--- src/rtl/activation_scheduler.sv ---
// Round-robin arbiter/sequencer sharing one activation engine among NUM_REQ requesters.
// Runs the enable/done handshake and returns a one-cycle ack or timeout err to the winner.
`timescale 1ns/1ps
module activation_scheduler #(
  parameter int unsigned NUM_REQ = 4,
  parameter int unsigned FUNC_W  = 2,
  parameter int unsigned TIMEOUT = 255,
  parameter int unsigned CNT_W   = 8
) (
  input  logic                       clk,
  input  logic                       reset,
  input  logic [NUM_REQ-1:0]         req,
  input  logic [NUM_REQ*FUNC_W-1:0]  req_func,
  output logic [NUM_REQ-1:0]         gnt,
  output logic [NUM_REQ-1:0]         ack,
  output logic [NUM_REQ-1:0]         err,
  output logic                       act_enable,
  output logic [FUNC_W-1:0]          act_func,
  output logic [$clog2(NUM_REQ)-1:0] act_src_sel,
  input  logic                       act_done,
  output logic                       busy
);

  localparam int unsigned SEL_W = $clog2(NUM_REQ);

  typedef enum logic [1:0] {
    S_IDLE  = 2'd0,
    S_GRANT = 2'd1,
    S_RUN   = 2'd2,
    S_DRAIN = 2'd3
  } state_e;

  state_e             state_q, state_d;
  logic [NUM_REQ-1:0] gnt_q, gnt_d;
  logic [NUM_REQ-1:0] ack_q, ack_d;
  logic [NUM_REQ-1:0] err_q, err_d;
  logic               enable_q, enable_d;
  logic [FUNC_W-1:0]  func_q, func_d;
  logic [SEL_W-1:0]   sel_q, sel_d;
  logic [SEL_W-1:0]   last_q, last_d;
  logic [CNT_W-1:0]   cnt_q, cnt_d;
  logic               busy_q, busy_d;

  logic [SEL_W-1:0]   win_c;
  int unsigned        win_idx;
  logic [FUNC_W-1:0]  func_arr [NUM_REQ];

  for (genvar g = 0; g < NUM_REQ; g++) begin : g_func
    assign func_arr[g] = req_func[g*FUNC_W +: FUNC_W];
  end

  // Descending scan so the requester closest after last_q is the final assignment.
  always_comb begin
    win_c   = last_q;
    win_idx = 0;
    for (int unsigned i = NUM_REQ; i >= 1; i--) begin
      win_idx = (32'(last_q) + i) % NUM_REQ;
      if (req[SEL_W'(win_idx)]) win_c = SEL_W'(win_idx);
    end
  end

  always_comb begin
    state_d  = state_q;
    gnt_d    = gnt_q;
    ack_d    = '0;
    err_d    = '0;
    enable_d = enable_q;
    func_d   = func_q;
    sel_d    = sel_q;
    last_d   = last_q;
    cnt_d    = cnt_q;
    unique case (state_q)
      S_IDLE: begin
        if (|req) begin
          gnt_d   = NUM_REQ'(1) << win_c;
          sel_d   = win_c;
          func_d  = func_arr[win_c];
          state_d = S_GRANT;
        end
      end
      S_GRANT: begin
        enable_d = 1'b1;
        cnt_d    = '0;
        state_d  = S_RUN;
      end
      S_RUN: begin
        // Completion takes priority over a coincident timeout.
        if (act_done) begin
          enable_d = 1'b0;
          ack_d    = NUM_REQ'(1) << sel_q;
          state_d  = S_DRAIN;
        end else if (cnt_q == CNT_W'(TIMEOUT - 1)) begin
          enable_d = 1'b0;
          err_d    = NUM_REQ'(1) << sel_q;
          state_d  = S_DRAIN;
        end else begin
          cnt_d = cnt_q + CNT_W'(1);
        end
      end
      S_DRAIN: begin
        if (!act_done) begin
          gnt_d   = '0;
          last_d  = sel_q;
          state_d = S_IDLE;
        end
      end
      default: state_d = S_IDLE;
    endcase
    busy_d = (state_d != S_IDLE);
  end

  always_ff @(posedge clk or posedge reset) begin
    if (reset) begin
      state_q  <= S_IDLE;
      gnt_q    <= '0;
      ack_q    <= '0;
      err_q    <= '0;
      enable_q <= 1'b0;
      func_q   <= '0;
      sel_q    <= '0;
      last_q   <= SEL_W'(NUM_REQ - 1);
      cnt_q    <= '0;
      busy_q   <= 1'b0;
    end else begin
      state_q  <= state_d;
      gnt_q    <= gnt_d;
      ack_q    <= ack_d;
      err_q    <= err_d;
      enable_q <= enable_d;
      func_q   <= func_d;
      sel_q    <= sel_d;
      last_q   <= last_d;
      cnt_q    <= cnt_d;
      busy_q   <= busy_d;
    end
  end

  assign gnt         = gnt_q;
  assign ack         = ack_q;
  assign err         = err_q;
  assign act_enable  = enable_q;
  assign act_func    = func_q;
  assign act_src_sel = sel_q;
  assign busy        = busy_q;

endmodule

--- config.mk ---
export PLATFORM = sky130hd
export DESIGN_NAME = activation_scheduler
export DESIGN_NICKNAME = d
export VERILOG_FILES = /design/src/rtl/activation_scheduler.sv
export SDC_FILE = /design/constraint.sdc
export NUM_CORES = 1
export LEC_CHECK = 0
export ABC_CLOCK_PERIOD_IN_PS = 3100
export CAP_MARGIN = 25
export CORE_ASPECT_RATIO = 1.4
export CORE_UTILIZATION = 54
export CTS_CLUSTER_SIZE = 16
export DETAILED_ROUTE_END_ITERATION = 8
export PLACE_DENSITY = 0.9
export RECOVER_POWER = 25
export SYNTH_ARGS = -nofsm -noshare
export SYNTH_HDL_FRONTEND = slang
export SYNTH_SLANG_ARGS = --single-unit
--- constraint.sdc ---
create_clock -name clk -period 3.1 [get_ports clk]
set_clock_uncertainty 0.15 [all_clocks]
set_input_delay 0.62 -clock clk [delete_from_list [all_inputs] [get_ports clk]]
set_output_delay 0.62 -clock clk [all_outputs]
set_load 0.005 [all_outputs]
==> impl_metrics.yaml <==
outcome:
  outcome: "finished, violations left"
  violations: "max-capacitance violations, max-slew violations"
synth:
  yosys_warnings: 0
  synth_mux_area_frac: 0.00738
  syn_nets: 181
  synth_ff_type: "dfrtp_1"
  synth-edff-count: 0
  yosysUniqueCellTypes: 42
  synth_top_family_by_area: "simple AND/OR/NAND/NOR gates"
  synth_compound_area_frac: 0.160
  yosysTopAreaCell: "dfrtp_1"
  synth_fa_ha_area_frac: 0.0492
  async_flop_share: 1.00
  synth_seq_cells: 30
  syn-mean-instance-area_um2: 9.54
  synth-simple-area-share: 0.243
  seq_area_frac_synth: 0.493
  synth.cell_area_um2: 1530
  synth_top_area_frac: 0.459
  synthXorXnorAreaFrac: 0.0172
  netlist_instances: 160
  synth_area_leaders: "dfrtp_1 46%, nand2_1 5.2%, ha_1 4.9%"
clocking:
  cts.sinks: 30
  clkLatencyLatePin_ns: 0.34
  post_cts_buffers: 0
  path_clk_slew_ns: 0.10
  root_buffer: "clkbuf_4"
  ctsHoldBuffers: 0
  htreeDepth: 2
  cts_tree: "done"
  cts_buffer_depth: 2
  cts_buffers: 5
  postCtsResizedCells: 0
placement:
  numPortBuffers: 32
  dp_hpwl_mm: 2.68
  gp_congestion: 0.852
layout:
  fin_nets: 217
  areaGrowthSynthToFinish_pct: 27.0
  num_antenna_cells: 0
  fill_cells: 219
  final_layout_size_suffix_gt1_frac: 0.0914
  fin_util: 0.734
worst_setup_path:
  crit_type: "flip-flop to flip-flop"
  cp-end-kind: "flip-flop"
  slowest_stage: "o211ai_1"
  arrival_ns: 2.55
  path_cells: "inv_1 -> ha_1 -> nand4_1 -> o211ai_1 -> nor3_1 -> a21o_1 -> a22o_1"
  cp_max_fo: 11
  slowest_delay_ns: 0.63
  start_kind: "flip-flop"
  crit_required_ns: 3.18
detailed_routing:
  wl_met1_mm: 1.32
  top_layer: "met4"
  final_antenna_net_count: 0
  dr.pass1.iters: 4
  wl_per_cell_um: 15.2
  num_vias: 1333
  drt_iter0_drc: 54
  drc_errors: 0
  dr_wl_met2_mm: 1.97
  wl_mm: 3.55
  route.met3.wl_um: 152
  viasPerCell: 5.72
grt:
  grt_pass1_vias: 1415
  grt_pass1_wl_mm: 5.88
  grt_max_degree: 31
  grt_antenna_before_repair: 0
  grt_usage: 0.277
  grt_overflow: 0
timing:
  grt_setup_unrepaired: "false"
  finalSetupViolCount: 0
  tightest_slew_ns: 1.55
  finalHoldViolations: 0
  fmax_ghz: 0.405
  final.setup.tns_ns: 0
  slew_headroom: -0.0360
  fin_crit_ns: 2.47
  drv_slew: 31
  finalCritPeriodShare: 0.797
worst_hold_path:
  hp-class: "flip-flop to flip-flop"
die:
  die_h_um: 64.9
  io_pins: 33
  die_w_um: 46.9
  fp.coreArea_um2: 2640
  die_area_um2: 3050
  rows: 22
  start_util: 0.578
pwr:
  power_density_nw_per_um2: 818
  p_leak_nw: 0.817
  irDropWorstVdd_mv: 0.582
job:
  maxCapViolations: 1
## metal layers
| metal | GRT usage | vias up |
|---|---|---|
| li1 | - | 629 |
| met1 | 0.261 | 640 |
| met2 | 0.493 | 52 |
| met3 | 0.0641 | 12 |
| met4 | 0.182 | 0 |
| met5 | 0 | - |
## power by group
part | switching [mW] | internal, mW
sequential | 0.107 | 0.503
clock | 0.141 | 0.109
combinational | 0.390 | 0.336
## synth_stat cells, drive strengths merged (3+ instances only)
cell type,number
nand2,21
and2,4
inv,7
nor2,15
nor3,7
o31ai,3
xnor2,3
o21ai,13
dfrtp,28
ha,6
nor2b,4
nand2b,4
nand3,4
a21oi,6
buf,4
## placed cells by master, fill, tap and decap left out, types with 2 or more instances in the layout
cell type	n
dfstp_2	2
a21o_1	2
o21ai_0	11
a21oi_1	4
inv_1	7
o31ai_1	3
or3_1	2
nand4_1	2
nand2_1	21
nor3_1	7
nand3_1	3
clkbuf_4	5
and2_1	4
nand2b_1	4
nor2_1	15
a211oi_1	2
ha_1	6
a2111oi_0	2
o21ai_1	2
xnor2_1	3
nor2b_1	4
a21oi_2	2
dfrtp_1	28
clkdlybuf4s50_1	31
nor4b_1	2
## cell families (layout without fill, tap and decap cells)
kind of cell,count (synthesis),count (layout)
flops,30,30
xor+xnor,3,3
buf+inv,11,48
compound gates,37,37
simple gates,72,72
mux,1,1
fa+ha+maj,6,6
## sequential cells by signal (all words and copies together), names as in the netlist
register / count
ack: 4
act_enable: 1
act_func: 2
act_src_sel: 2
busy: 1
cnt_q: 8
err: 4
gnt: 4
last_q: 2
state_q: 2
## cell type report
type | instances | area (um2) | share of cell area
flip-flops and latches | 30 | 753 | 0.388
clock buffers | 6 | 51.3 | 0.0265
clock inverters | 2 | 12.5 | 0.00645
well taps | 36 | 45.0 | 0.0232
inverters | 7 | 26.3 | 0.0135
multi-input cells | 119 | 727 | 0.375
repair buffers | 33 | 324 | 0.167
## critical path: cells and delay by family (launching register included)
family / cells / cell delay [ns]
adders and majority gates: 1 / 0.36
DFF: 1 / 0.43
AOI/OAI and AO/OA: 3 / 0.99
and+or+nand+nor: 2 / 0.34
buffers and inverters: 1 / 0.10
## per-stage QoR
stage / total power, mW / setup slack [ns] / std cells / hold slack [ns] / area [um2]
floorplan: 1.06 / 1.11 / 160 / 0.340 / 1530
global placement: 1.28 / 0.501 / 225 / 0.348 / 1880
detailed placement: 1.33 / 0.374 / 225 / 0.384 / 1880
CTS: 1.59 / 0.637 / 233 / 0.404 / 1940
global route: 1.70 / 0.373 / 233 / 0.444 / 1940
finish: 1.59 / 0.628 / 233 / 0.402 / 1940
## path summary, 6_finish.rpt
check                           start  endpoint  slack (ns)  cells after the start
min in group asynchronous       reset    ack[0]        1.10                      3
hold / removal                 gnt[0]    gnt[0]        0.40                      2
setup reg to reg           state_q[0]  cnt_q[4]        0.63                      7
hold reg to reg                gnt[0]    gnt[0]        0.40                      2
max in group asynchronous       reset      busy        0.78                      3
setup / recovery           state_q[0]  cnt_q[4]        0.63                      7
Power figures use the tool's default switching activity.
